**config.mk**
```make
export PLATFORM = sky130hd
export DESIGN_NAME = sha256_block_sequencer_flat
export DESIGN_NICKNAME = d
export VERILOG_FILES = /design/src/rtl/sha256_block_sequencer_if.sv /design/src/rtl/sha256_block_sequencer.sv /design/src/flat_wrapper.sv
export SDC_FILE = /design/constraint.sdc
export NUM_CORES = 1
export LEC_CHECK = 0
export ABC_CLOCK_PERIOD_IN_PS = 5800
export CORE_MARGIN = 2
export CORE_UTILIZATION = 52
export DETAILED_ROUTE_END_ITERATION = 8
export PLACE_DENSITY = 0.86
export RECOVER_POWER = 25
export REMOVE_ABC_BUFFERS = 1
export SYNTH_ARGS = -nofsm -noshare
export SYNTH_HDL_FRONTEND = slang
export SYNTH_SLANG_ARGS = --single-unit
```
**constraint.sdc**
```tcl
create_clock -name clk -period 5.8 [get_ports clk]
set_input_delay 1.16 -clock clk [delete_from_list [all_inputs] [get_ports clk]]
set_output_delay 1.16 -clock clk [all_outputs]
set_load 0.01 [all_outputs]
```
**src/rtl/sha256_block_sequencer_if.sv**
```systemverilog
`default_nettype none
// +----------------------------------------------------------------------+
// | sha256_block_sequencer_if: word stream, digest stream and core bus.  |
// | Revision: 1.0                                                        |
// +----------------------------------------------------------------------+
interface sha256_block_sequencer_if;
  logic         blk_valid;
  logic         blk_ready;
  logic [31:0]  blk_data;
  logic         blk_first;
  logic         blk_last;
  logic [255:0] digest_data;
  logic         digest_valid;
  logic         digest_ready;
  logic         sha_cs;
  logic         sha_we;
  logic [7:0]   sha_address;
  logic [31:0]  sha_write_data;
  logic [31:0]  sha_read_data;
  logic         sha_error;

  modport master (
    input  blk_valid, blk_data, blk_first, blk_last, digest_ready,
           sha_read_data, sha_error,
    output blk_ready, digest_data, digest_valid,
           sha_cs, sha_we, sha_address, sha_write_data
  );

  modport slave (
    output blk_valid, blk_data, blk_first, blk_last, digest_ready,
           sha_read_data, sha_error,
    input  blk_ready, digest_data, digest_valid,
           sha_cs, sha_we, sha_address, sha_write_data
  );
endinterface
`default_nettype wire

```
**src/rtl/sha256_block_sequencer.sv**
```systemverilog
`default_nettype none
// +----------------------------------------------------------------------+
// | sha256_block_sequencer: loads 16-word blocks into a SHA-256 core,    |
// | polls for completion and returns the digest. Revision: 1.0           |
// +----------------------------------------------------------------------+
module sha256_block_sequencer #(
  parameter int POLL_GAP       = 2,
  parameter int TIMEOUT_CYCLES = 1023
) (
  input  logic                             clk,
  input  logic                             reset_n,
  sha256_block_sequencer_if.master         bus,
  output logic                             busy,
  output logic                             timeout_err,
  output logic                             core_err,
  input  logic                             clear_err
);

  localparam logic [2:0] c_st_idle = 3'd0;
  localparam logic [2:0] c_st_load = 3'd1;
  localparam logic [2:0] c_st_ctrl = 3'd2;
  localparam logic [2:0] c_st_gap  = 3'd3;
  localparam logic [2:0] c_st_poll = 3'd4;
  localparam logic [2:0] c_st_rdig = 3'd5;
  localparam logic [2:0] c_st_out  = 3'd6;
  localparam logic [2:0] c_st_err  = 3'd7;

  localparam logic [7:0] c_addr_ctrl   = 8'h08;
  localparam logic [7:0] c_addr_status = 8'h09;
  localparam logic [7:0] c_addr_block  = 8'h10;
  localparam logic [7:0] c_addr_digest = 8'h20;

  logic [2:0]   r_state, w_state;
  logic [3:0]   r_idx, w_idx;
  logic         r_first, w_first;
  logic         r_last, w_last;
  logic [3:0]   r_gap, w_gap;
  logic [9:0]   r_cnt, w_cnt;
  logic         r_blk_ready, w_blk_ready;
  logic [255:0] r_digest, w_digest;
  logic         r_digest_valid, w_digest_valid;
  logic         r_busy, w_busy;
  logic         r_timeout_err, w_timeout_err;
  logic         r_core_err, w_core_err;
  logic         r_cs, w_cs;
  logic         r_we, w_we;
  logic [7:0]   r_addr, w_addr;
  logic [31:0]  r_wdata, w_wdata;

  always_comb begin
    w_state        = r_state;
    w_idx          = r_idx;
    w_first        = r_first;
    w_last         = r_last;
    w_gap          = r_gap;
    w_cnt          = r_cnt;
    w_blk_ready    = 1'b0;
    w_digest       = r_digest;
    w_digest_valid = 1'b0;
    w_timeout_err  = r_timeout_err;
    w_core_err     = r_core_err;
    w_cs           = 1'b0;
    w_we           = 1'b0;
    w_addr         = r_addr;
    w_wdata        = r_wdata;

    // A core error aborts whatever access is on the bus this cycle.
    if (r_cs && bus.sha_error) begin
      w_core_err = 1'b1;
      w_state    = c_st_err;
    end else begin
      case (r_state)
        c_st_idle: begin
          w_blk_ready = 1'b1;
          if (bus.blk_valid && r_blk_ready) begin
            w_first     = bus.blk_first;
            w_last      = bus.blk_last;
            w_cs        = 1'b1;
            w_we        = 1'b1;
            w_addr      = c_addr_block;
            w_wdata     = bus.blk_data;
            w_idx       = 4'd1;
            w_state     = c_st_load;
          end
        end
        c_st_load: begin
          // blk_ready low here means word 15 is being written right now.
          if (!r_blk_ready) begin
            w_cs    = 1'b1;
            w_we    = 1'b1;
            w_addr  = c_addr_ctrl;
            w_wdata = r_first ? 32'h0000_0005 : 32'h0000_0006;
            w_state = c_st_ctrl;
          end else begin
            w_blk_ready = 1'b1;
            if (bus.blk_valid) begin
              w_cs    = 1'b1;
              w_we    = 1'b1;
              w_addr  = c_addr_block | {4'h0, r_idx};
              w_wdata = bus.blk_data;
              w_idx   = r_idx + 4'd1;
              if (r_idx == 4'd15) w_blk_ready = 1'b0;
            end
          end
        end
        c_st_ctrl: begin
          w_gap   = 4'(POLL_GAP - 1);
          w_state = c_st_gap;
        end
        c_st_gap: begin
          if (r_gap == 4'd0) begin
            w_cs    = 1'b1;
            w_addr  = c_addr_status;
            w_cnt   = 10'd0;
            w_state = c_st_poll;
          end else begin
            w_gap = r_gap - 4'd1;
          end
        end
        c_st_poll: begin
          w_cnt = r_cnt + 10'd1;
          if (bus.sha_read_data[0]) begin
            if (r_last) begin
              w_cs    = 1'b1;
              w_addr  = c_addr_digest;
              w_idx   = 4'd0;
              w_state = c_st_rdig;
            end else begin
              w_blk_ready = 1'b1;
              w_state     = c_st_idle;
            end
          end else if ((r_cnt + 10'd1) == 10'(TIMEOUT_CYCLES)) begin
            w_timeout_err = 1'b1;
            w_state       = c_st_err;
          end else begin
            w_cs   = 1'b1;
            w_addr = c_addr_status;
          end
        end
        c_st_rdig: begin
          for (int k = 0; k < 8; k++) begin
            if (r_idx[2:0] == k[2:0]) w_digest[255-32*k -: 32] = bus.sha_read_data;
          end
          if (r_idx == 4'd7) begin
            w_digest_valid = 1'b1;
            w_state        = c_st_out;
          end else begin
            w_cs   = 1'b1;
            w_addr = r_addr + 8'd1;
            w_idx  = r_idx + 4'd1;
          end
        end
        c_st_out: begin
          w_digest_valid = 1'b1;
          if (bus.digest_ready && r_digest_valid) begin
            w_digest_valid = 1'b0;
            w_blk_ready    = 1'b1;
            w_state        = c_st_idle;
          end
        end
        c_st_err: begin
          if (clear_err) begin
            w_timeout_err = 1'b0;
            w_core_err    = 1'b0;
            w_blk_ready   = 1'b1;
            w_state       = c_st_idle;
          end
        end
        default: w_state = c_st_idle;
      endcase
    end
    w_busy = (w_state != c_st_idle) && (w_state != c_st_err);
  end

  always_ff @(posedge clk or negedge reset_n) begin
    if (!reset_n) begin
      r_state        <= c_st_idle;
      r_idx          <= 4'd0;
      r_first        <= 1'b0;
      r_last         <= 1'b0;
      r_gap          <= 4'd0;
      r_cnt          <= 10'd0;
      r_blk_ready    <= 1'b0;
      r_digest       <= 256'd0;
      r_digest_valid <= 1'b0;
      r_busy         <= 1'b0;
      r_timeout_err  <= 1'b0;
      r_core_err     <= 1'b0;
      r_cs           <= 1'b0;
      r_we           <= 1'b0;
      r_addr         <= 8'd0;
      r_wdata        <= 32'd0;
    end else begin
      r_state        <= w_state;
      r_idx          <= w_idx;
      r_first        <= w_first;
      r_last         <= w_last;
      r_gap          <= w_gap;
      r_cnt          <= w_cnt;
      r_blk_ready    <= w_blk_ready;
      r_digest       <= w_digest;
      r_digest_valid <= w_digest_valid;
      r_busy         <= w_busy;
      r_timeout_err  <= w_timeout_err;
      r_core_err     <= w_core_err;
      r_cs           <= w_cs;
      r_we           <= w_we;
      r_addr         <= w_addr;
      r_wdata        <= w_wdata;
    end
  end

  assign bus.blk_ready      = r_blk_ready;
  assign bus.digest_data    = r_digest;
  assign bus.digest_valid   = r_digest_valid;
  assign bus.sha_cs         = r_cs;
  assign bus.sha_we         = r_we;
  assign bus.sha_address    = r_addr;
  assign bus.sha_write_data = r_wdata;
  assign busy               = r_busy;
  assign timeout_err        = r_timeout_err;
  assign core_err           = r_core_err;

endmodule
`default_nettype wire

```
**src/flat_wrapper.sv**
```systemverilog
// flat-port wrapper written by rule: the top's interface ports become plain ports
module sha256_block_sequencer_flat 
#(
  parameter int POLL_GAP       = 2,
  parameter int TIMEOUT_CYCLES = 1023
)
  (clk, reset_n, busy, timeout_err, core_err, clear_err, bus_blk_valid, bus_blk_data, bus_blk_first, bus_blk_last, bus_digest_ready, bus_sha_read_data, bus_sha_error, bus_blk_ready, bus_digest_data, bus_digest_valid, bus_sha_cs, bus_sha_we, bus_sha_address, bus_sha_write_data);
  sha256_block_sequencer_if bus_i ();
  input  logic clk;
  input  logic reset_n;
  output logic busy;
  output logic timeout_err;
  output logic core_err;
  input  logic clear_err;
  input wire logic [$bits(bus_i.blk_valid)-1:0] bus_blk_valid;
  input wire logic [$bits(bus_i.blk_data)-1:0] bus_blk_data;
  input wire logic [$bits(bus_i.blk_first)-1:0] bus_blk_first;
  input wire logic [$bits(bus_i.blk_last)-1:0] bus_blk_last;
  input wire logic [$bits(bus_i.digest_ready)-1:0] bus_digest_ready;
  input wire logic [$bits(bus_i.sha_read_data)-1:0] bus_sha_read_data;
  input wire logic [$bits(bus_i.sha_error)-1:0] bus_sha_error;
  output wire logic [$bits(bus_i.blk_ready)-1:0] bus_blk_ready;
  output wire logic [$bits(bus_i.digest_data)-1:0] bus_digest_data;
  output wire logic [$bits(bus_i.digest_valid)-1:0] bus_digest_valid;
  output wire logic [$bits(bus_i.sha_cs)-1:0] bus_sha_cs;
  output wire logic [$bits(bus_i.sha_we)-1:0] bus_sha_we;
  output wire logic [$bits(bus_i.sha_address)-1:0] bus_sha_address;
  output wire logic [$bits(bus_i.sha_write_data)-1:0] bus_sha_write_data;
  assign bus_i.blk_valid = bus_blk_valid;
  assign bus_i.blk_data = bus_blk_data;
  assign bus_i.blk_first = bus_blk_first;
  assign bus_i.blk_last = bus_blk_last;
  assign bus_i.digest_ready = bus_digest_ready;
  assign bus_i.sha_read_data = bus_sha_read_data;
  assign bus_i.sha_error = bus_sha_error;
  assign bus_blk_ready = bus_i.blk_ready;
  assign bus_digest_data = bus_i.digest_data;
  assign bus_digest_valid = bus_i.digest_valid;
  assign bus_sha_cs = bus_i.sha_cs;
  assign bus_sha_we = bus_i.sha_we;
  assign bus_sha_address = bus_i.sha_address;
  assign bus_sha_write_data = bus_i.sha_write_data;
  sha256_block_sequencer #(.POLL_GAP(POLL_GAP), .TIMEOUT_CYCLES(TIMEOUT_CYCLES)) u_core (.clk(clk), .reset_n(reset_n), .bus(bus_i), .busy(busy), .timeout_err(timeout_err), .core_err(core_err), .clear_err(clear_err));
endmodule
```
==> impl_metrics.tcl, run 1 <==
set metrics [dict create \
    clockBufferDepth 3 \
    area_growth_pct 39.43 \
    clkTransAtPathRegs_ns 0.06 \
    worst-path-max-fanout 117 \
    avgSynthCellArea_um2 13.47 \
    fin_cells 1692 \
    maxCapViolations 1 \
    p_int_mw 6.211 \
    fin_setup_tns_ns 0 \
    hp-class "register to register" \
    n_antenna_cell 0 \
    power_switching_mw 2.814 \
    vias 9209 \
    start_kind "input pin" \
    total_power_mw 9.025 \
    drive_gt1_frac 0.2430 \
    initial_utilization 0.5257 \
    powerDensity_nw_per_um2 493.2 \
    ioPinCount 375 \
    ys_warn_count 0 \
    drc 0 \
    numCtsBuffers 34 \
    grt_use_total 0.2737 \
    max_freq_ghz 0.2542 \
    vias_per_cell 5.443 \
    synth_seq_cells 326 \
    timing.hold.ws_ns 0.4744 \
    synth_top_area_cell "dfrtp_1" \
    drv_slew 118 \
    grt_pass1_wl_mm 56.01 \
    cp_num_buf_inv 2 \
    ctsHoldBuffers 0 \
    grt_max_degree 124 \
    end_kind "asynchronous set/reset pin" \
    finalNetCount 1419 \
    vdd.ir_drop.worst_mv 0.3697 \
    hold_viol 0 \
    die_area_um2 26530 \
    fill_cells 1597 \
    drtIter0Drc 628 \
    violations "capacitance limit, slew limit" \
    dp_hpwl_mm 24.10 \
    ys_seq_area_frac 0.6216 \
    cp.required_ns 5.79 \
    slowest_delay_ns 2.13 \
    period_share 0.6783 \
    dieHeight_um 162.9 \
    cts_tree "built" \
    grt_overflow 0 \
    pwr-share-seq 0.386 \
    core_area_um2 24960 \
    yosys_most_used_dff "dfrtp_1" \
    cts.repair.resized 0 \
    outcome "finished, violations left" \
    cp_top_family "buffers and inverters" \
    cts-root-buf "clkbuf_16" \
    clock_skew_ns 0.01902 \
    crit_arrival_ns 3.92 \
    wl_per_cell_um 21.49 \
    cp_cell_sequence "buf_8, clkbuf_2" \
    syn_area_um2 13120 \
    postPlaceCellArea_um2 17120 \
    clkLatencyLatePin_ns 0.52 \
    htree_levels 2 \
    gp_congestion 0.8715 \
    synth_top_area_share 0.6216 \
    relSlewSlack -0.9121 \
    synth_cell_types 53 \
    p_clk_frac 0.256 \
    fin_area_um2 18300 \
    detail_route.wirelength_mm 36.36 \
    row_count 58 \
    ys_async_sr_fraction 1.000 \
    p_comb_frac 0.359 \
    synth.area.top_cells "dfrtp_1, mux2_2, nand2_1, o21ai_0, buf_2" \
    p_leak_nw 8.514 \
    switching_share 0.3118 \
    max_slew.worst_pin.slew_ns 2.868 \
    antenna_found_initial 0 \
    postRouteAntennaNets 0 \
    cts.sinks 326 \
    drtPass1Iterations 5 \
    crit_type "input pin to asynchronous set/reset pin" \
    synth_cells 974 \
    fp.dieW_um 162.9 \
    cts_setup_buffers 0 \
    synth_edf_count 0 \
    dp.cells 1630 \
    post-route-min-period_ns 3.934 \
    grt_pass1_vias 9736 \
    critPathSlowestCell "clkbuf_2" \
    setup_viol 0 \
    rsz0062_at_grt "no" \
    synth_most_common_cell "dfrtp_1" \
    yosys-top-cells-count "dfrtp_1, mux2_2, nand2_1, o21ai_0, buf_2" \
    port_buffers 374 \
]
[worst paths after layout]
check / start / end / slack [ns] / depth (start not counted)
min in group asynchronous: reset_n / u_core.r_gap[3]$_DFFE_PN0P_ / 0.63 / 1
worst max register to register: u_core.r_state[0]$_DFF_PN0_ / u_core.bus.digest_data[62]$_DFFE_PN0P_ / 2.57 / 4
worst max-delay path: reset_n / u_core.bus.digest_data[172]$_DFFE_PN0P_ / 1.87 / 2
worst min register to register: u_core.core_err$_DFFE_PN0P_ / u_core.core_err$_DFFE_PN0P_ / 0.47 / 2
max in group clk: bus_sha_error / u_core.bus.digest_data[62]$_DFFE_PN0P_ / 2.39 / 5
worst min-delay path: u_core.core_err$_DFFE_PN0P_ / u_core.core_err$_DFFE_PN0P_ / 0.47 / 2
[metal layers]
metal | up-vias | GRT usage | wire, µm
li1 | 4159 | - | -
met1 | 4631 | 0.3189 | 13610
met2 | 326 | 0.4877 | 19000
met3 | 93 | 0.06443 | 2252
met4 | 0 | 0.1098 | 1489
met5 | - | 0 | 0
[registers in the layout, indices dropped and copies added, names as in the netlist]
name                       cells
u_core.r_last                  1
u_core.core_err                1
u_core.bus.sha_address         8
u_core.bus.sha_write_data     32
u_core.bus.digest_data       256
u_core.bus.blk_ready           1
u_core.timeout_err             1
u_core.r_cnt                  10
u_core.busy                    1
u_core.r_state                 3
u_core.r_idx                   4
u_core.bus.sha_cs              1
u_core.r_gap                   4
u_core.r_first                 1
u_core.bus.sha_we              1
u_core.bus.digest_valid        1
[final cells by class]
class                   count  area, µm²  area share
clock inverters            12      185.2     0.01012
well taps                 330      412.9     0.02256
flip-flops and latches    326       8158      0.4458
repair buffers            377       3781      0.2066
multi-input cells         584       4701      0.2569
inverters                  13      48.80    0.002667
clock buffers              50       1012     0.05532
[through the flow]
step	worst slack [ns]	util
finish	1.866	0.7330
global placement	2.019	0.6856
CTS	2.529	0.7336
floorplan	2.665	-
detailed placement	1.983	0.6856
global route	1.241	0.7330
[power by group through the flow]
stage	registers [mW]	logic [mW]	clock network, mW
after floorplan	3.75	1.07	0
after global placement	3.45	3.14	0
after detailed placement	3.50	3.23	0
after CTS	3.47	3.26	2.33
after global routing	3.57	3.46	2.43
final	3.48	3.24	2.31
[placed cells by master (no fill, tap or decap), types with 10 or more instances in the layout]
| cell type | instances |
|---|---|
| clkdlybuf4s50_1 | 371 |
| dfrtp_1 | 326 |
| mux2_2 | 255 |
| nand2_1 | 108 |
| o21ai_0 | 69 |
| clkbuf_16 | 35 |
| nor2_1 | 23 |
| inv_1 | 12 |
| ha_1 | 11 |
| mux2i_1 | 10 |
| nand3_1 | 10 |
[cells by family (layout without fill, tap and decap cells)]
group                      count (synthesis)  count (layout)  synth area share
adders and majority gates                 11              11           0.01049
muxes                                    265             265            0.2264
DFF                                      326             326            0.6216
buffers and inverters                     64             452           0.02174
and+or+nand+nor                          198             198           0.07074
xor gates and xnor gates                   2               2          0.001335
AOI/OAI and AO/OA                        108             108           0.04767
Power figures use the tool's default switching activity.
==> run 2, diff against run 1 <==
- ABC_CLOCK_PERIOD_IN_PS: 5800 -> 3900
- CORE_UTILIZATION: 52 -> 48
- PLACE_DENSITY: 0.86 -> 0.8
- clock period: 5.8 -> 3.9 ns (I/O delays scaled with it)
==> run 2 against run 1 <==
- the flow now finishes without violations
- clock power increased by 41%
- count of clock-buffer cells in the layout up 2
- flip-flop and latch count did not move
- die area increased by 8.1%
- utilization shrank 4.8 points
- clock skew rose by 0.0062 ns
- cell count up 1.9%
- setup slack worse by 0.63 ns
- global-route usage fell by 1.7 points
- first-iteration DRC count is 18% higher
- highest routed layer unchanged
==> impl_metrics.tcl, run 2 (same netlist as run 1, synthesis figures left out) <==
set metrics [dict create \
    outcome "completed" \
    core_area_um2 26880 \
    cts_tree "built" \
    dieHeight_um 169.4 \
    clkTransAtPathRegs_ns 0.06 \
    multiInputGateArea_um2 4701 \
    crit_type "register to register" \
    rsz0062_at_grt "no" \
    grt_use_total 0.2569 \
    cts.sinks 326 \
    regArea_um2 8158 \
    r2r-start "u_core.r_state[1]$_DFF_PN0_" \
    drtPass1Iterations 6 \
    clkLatencyLatePin_ns 0.52 \
    dp_hpwl_mm 25.65 \
    most-common-layout-cells "clkdlybuf4s50_1, dfrtp_1, mux2_2" \
    r2r_slack_ns 1.23 \
    largest_reg_flops 256 \
    start_kind "register" \
    fin_cells 1724 \
    dp.cells 1662 \
    row_count 60 \
    drtIter0Drc 742 \
    grt_pass1_vias 9736 \
    finalNetCount 1442 \
    cts.repair.resized 0 \
    fin_setup_tns_ns 0 \
    drv_slew 0 \
    n_antenna_cell 0 \
    crit_arrival_ns 3.06 \
    htree_levels 2 \
    postPlaceCellArea_um2 17330 \
    detail_route.wirelength_mm 37.06 \
    vias 9380 \
    clockBufferDepth 3 \
    max_slew.worst_pin.slew_ns 1.481 \
    antenna_found_initial 0 \
    vdd.ir_drop.worst_mv 0.4800 \
    maxCapViolations 0 \
    period_share 0.6839 \
    drc 0 \
    die_area_um2 28680 \
    cts_setup_buffers 0 \
    port_buffers 374 \
    ctsHoldBuffers 0 \
    cts-root-buf "clkbuf_16" \
    r2r-end "u_core.bus.digest_data[77]$_DFFE_PN0P_" \
    cp_cell_sequence "buf_4, nand3b_1, nor2_4, nand3_2, buf_12, mux2_2" \
    max_freq_ghz 0.3749 \
    total_power_mw 13.34 \
    powerDensity_nw_per_um2 724.2 \
    fp.dieW_um 169.4 \
    hp-class "input pin to asynchronous set/reset pin" \
    grt_max_degree 107 \
    grt_pass1_wl_mm 56.90 \
    vias_per_cell 5.441 \
    ff2ff_path_depth 6 \
    hold_viol 0 \
    worst-path-max-fanout 22 \
    critPathSlowestCell "nand3b_1" \
    final_common_cell "clkdlybuf4s50_1" \
    worst_slack_ns 1.233 \
    post-route-min-period_ns 2.667 \
    postRouteAntennaNets 0 \
    grt_overflow 0 \
    end_kind "register" \
    slowest_delay_ns 0.50 \
    area_growth_pct 40.33 \
    gp_congestion 0.8678 \
    cp.required_ns 4.30 \
    drive_gt1_frac 0.2502 \
    wl_per_cell_um 21.50 \
    relSlewSlack 0.01275 \
    ioPinCount 375 \
    initial_utilization 0.4883 \
    pre_cts_ws_ns 0.9173 \
    numCtsBuffers 36 \
    clock_skew_ns 0.02523 \
    p_leak_nw 8.581 \
    setup_viol 0 \
    fin_area_um2 18420 \
    fill_cells 1896 \
]
==> run 2: cell count changes in the layout (fill, tap and decap cells not counted), sizes merged <==
cell	previous run	this run
buf	3	21
clkbuf	51	56
bufinv	4	2
clkdlybuf4s50	371	372
clkinv	7	6
dlygate4sd3	2	1
inv	13	14
==> run 2: how the worst max path moves through the flow <==
stage                                      from                                        end  slack, ns  cells past startpoint
finish              u_core.r_state[1]$_DFF_PN0_     u_core.bus.digest_data[77]$_DFFE_PN0P_       1.23                      6
global route                            reset_n    u_core.bus.digest_data[224]$_DFFE_PN0P_       1.06                      2
CTS                 u_core.r_state[1]$_DFF_PN0_     u_core.bus.digest_data[71]$_DFFE_PN0P_       1.25                      6
detailed placement                bus_sha_error  u_core.bus.sha_write_data[30]$_DFFE_PN0P_       0.92                      7
global placement                  bus_sha_error   u_core.bus.sha_write_data[0]$_DFFE_PN0P_       1.00                      8
floorplan                         bus_sha_error   u_core.bus.sha_write_data[1]$_DFFE_PN0P_       1.14                      4
==> run 2: report_power, final <==
group / leakage [nW] / switching, mW / internal [mW]
combinational: 3.69 / 2.24 / 2.74
clock: 0.552 / 1.32 / 1.94
sequential: 4.34 / 0.653 / 4.45
==> run 2: through the flow <==
step                hold slack, ns    util
floorplan                   0.4647       -
global placement            0.4639  0.6446
detailed placement          0.4672  0.6446
CTS                         0.3841  0.6866
global route                0.3893  0.6852
finish                      0.3296  0.6852
==> run 2: routing by layer <==
| metal | GRT usage | wire length (µm) |
|---|---|---|
| met5 | 0 | 0 |
| met4 | 0.1156 | 1763 |
| met3 | 0.05434 | 2325 |
| met2 | 0.4461 | 18660 |
| met1 | 0.3088 | 14320 |
==> run 2: cell type report <==
| class | count | share of cell area |
|---|---|---|
| Multi-Input combinational cell | 584 | 0.2552 |
| Inverter | 13 | 0.002650 |
| Sequential cell | 326 | 0.4430 |
| Clock buffer | 52 | 0.05490 |
| Timing Repair Buffer | 398 | 0.2147 |
| Tap cell | 341 | 0.02317 |
| Clock inverter | 10 | 0.006386 |
==> run 2: worst max-delay path: cells and delay by family (launching register included) <==
kind	cells	cell delay (ns)
multiplexers	1	0.29
flip-flops	1	0.36
AND/OR/NAND/NOR	3	1.33
buffers and inverters	2	0.57
==> run 3, diff against run 2 <==
- ABC_CLOCK_PERIOD_IN_PS: 3900 -> 2400
- CORE_UTILIZATION: 48 -> 43
- PLACE_DENSITY: 0.8 -> 0.76
- clock period: 3.9 -> 2.4 ns (I/O delays scaled with it)
==> run 3 against run 2 <==
- total power rose by 67%
- wire length fell by 0.76%
- critical path depth rose by 1
- sequential share of layout area fell by 1.1 points
- utilization fell by 5.2 points
- clock power rose by 78%
- flip-flop and latch count did not move
- cell count rose by 4.5%
- maximum frequency rose by 16%
- non-clock buffer count rose by 25
- critical endpoint is now u_core.busy$_DFF_PN0_
- largest cell class unchanged
- highest routed layer unchanged
==> impl_metrics.tcl, run 3 (same netlist as run 1, synthesis figures left out) <==
set metrics [dict create \
    outcome "completed" \
    switching_share 0.3064 \
    maxCapViolations 0 \
    max_freq_ghz 0.4342 \
    area_growth_pct 44.06 \
    pwr-share-seq 0.374 \
    p_int_mw 15.44 \
    core_area_um2 29870 \
    crit_arrival_ns 2.67 \
    r2r-start "u_core.r_gap[0]$_DFFE_PN0P_" \
    postRouteAntennaNets 0 \
    final_common_cell "clkdlybuf4s50_1" \
    fin_setup_tns_ns 0 \
    p_clk_frac 0.259 \
    fp.dieW_um 178.7 \
    cts.sinks 326 \
    grt_use_total 0.2274 \
    setup_viol 0 \
    gp_congestion 0.8567 \
    ff2ff_path_depth 7 \
    crit_type "register to register" \
    dp.cells 1735 \
    finalNetCount 1467 \
    cts-root-buf "clkbuf_16" \
    clkLatencyLatePin_ns 0.52 \
    fin_cells 1801 \
    power_switching_mw 6.820 \
    dp_hpwl_mm 25.82 \
    cts_tree "built" \
    post-route-min-period_ns 2.303 \
    worst-path-max-fanout 3 \
    drc 0 \
    start_kind "register" \
    vias 9341 \
    hold_viol 0 \
    n_antenna_cell 0 \
    detail_route.wirelength_mm 36.78 \
    cp.required_ns 2.77 \
    grt_pass1_vias 9627 \
    numCtsBuffers 36 \
    clock_skew_ns 0.01829 \
    powerDensity_nw_per_um2 1178 \
    most-common-layout-cells "clkdlybuf4s50_1, dfrtp_1, mux2_2" \
    startpoint "u_core.r_gap[0]$_DFFE_PN0P_" \
    end_kind "register" \
    grt_pass1_wl_mm 55.77 \
    rsz0062_at_grt "no" \
    min_delay_path_depth 2 \
    p_leak_nw 8.811 \
    drive_gt1_frac 0.2672 \
    drv_slew 0 \
    r2r-end "u_core.busy$_DFF_PN0_" \
    antenna_found_initial 0 \
    grt_max_degree 72 \
    drtPass1Iterations 5 \
    vdd.ir_drop.worst_mv 0.6875 \
    ioPinCount 375 \
    drtIter0Drc 460 \
    port_buffers 374 \
    dieHeight_um 178.7 \
    vias_per_cell 5.187 \
    clockBufferDepth 3 \
    htree_levels 2 \
    row_count 63 \
    die_area_um2 31930 \
    relSlewSlack 0.2774 \
    fill_cells 2289 \
    initial_utilization 0.4393 \
    hp-class "register to register" \
    wl_per_cell_um 20.42 \
    p_comb_frac 0.367 \
    period_share 0.9597 \
    largest_reg_flops 256 \
    r2r_slack_ns 0.1 \
    grt_overflow 0 \
    clkTransAtPathRegs_ns 0.05 \
    final_core_util 0.6328 \
    cp-endpoint "u_core.busy$_DFF_PN0_" \
    max_slew.worst_pin.slew_ns 1.084 \
]
run 3: how the worst min path moves through the flow:
stage | slack, ns | from | end
floorplan | 0.18 | reset_n | u_core.bus.blk_ready$_DFF_PN0_
detailed placement | 0.47 | u_core.bus.sha_write_data[27]$_DFFE_PN0P_ | u_core.bus.sha_write_data[27]$_DFFE_PN0P_
finish | 0.48 | u_core.bus.digest_data[128]$_DFFE_PN0P_ | u_core.bus.digest_data[128]$_DFFE_PN0P_
global route | 0.51 | bus_blk_data[16] | u_core.bus.sha_write_data[16]$_DFFE_PN0P_
CTS | 0.48 | u_core.bus.digest_data[128]$_DFFE_PN0P_ | u_core.bus.digest_data[128]$_DFFE_PN0P_
global placement | 0.46 | u_core.core_err$_DFFE_PN0P_ | u_core.core_err$_DFFE_PN0P_
run 3: per-stage QoR:
stage	setup slack [ns]	power, mW	hold WS, ns	instance area [µm²]
detailed placement	0.01629	16.60	0.4693	17670
CTS	0.1753	22.47	0.4816	18940
global placement	0.06453	16.34	0.4627	17670
floorplan	-0.2728	11.64	0.1844	12890
finish	0.09667	22.26	0.4769	18910
global route	0.01488	23.41	0.5118	18910
run 3: what timing repair did:
| action | in CTS | in global routing |
|---|---|---|
| hold endpoints to repair | 63 | 0 |
| hold buffers | 1 | 0 |
| gates resized for setup | 0 | 0 |
| buffers inserted | 0 | 0 |
run 3: area by class of cell:
class	count	area, µm²	area share
Tap cell	390	488.0	0.02581
Sequential cell	326	8158	0.4315
Timing Repair Buffer	423	4247	0.2246
Clock buffer	55	1092	0.05778
Clock inverter	10	171.4	0.009067
Inverter	13	48.80	0.002581
Multi-Input combinational cell	584	4701	0.2486
run 3: layer usage:
layer / track usage / vias up / share of wire
li1: - / 4248 / -
met1: 0.2753 / 4702 / 0.40
met2: 0.3901 / 314 / 0.50
met3: 0.05428 / 77 / 0.060
met4: 0.09383 / 0 / 0.042
met5: 0 / - / 0
run 3: power by group through the flow:
stage / sequential [mW] / clock (mW) / combinational [mW]
after global routing: 8.54 / 6.13 / 8.74
final: 8.32 / 5.77 / 8.17
after floorplan: 9.05 / 0 / 2.58
after CTS: 8.31 / 5.91 / 8.25
after global placement: 8.29 / 0 / 8.05
after detailed placement: 8.39 / 0 / 8.21
run 3: critical path, cell delays in order (launching register included):
cell and delay, ns:
dfrtp_1 0.39, inv_1 0.09, ha_1 0.16, nor4bb_1 0.47, o221ai_1 0.23, nor4_1 0.49
and3_1 0.25, mux2i_1 0.08
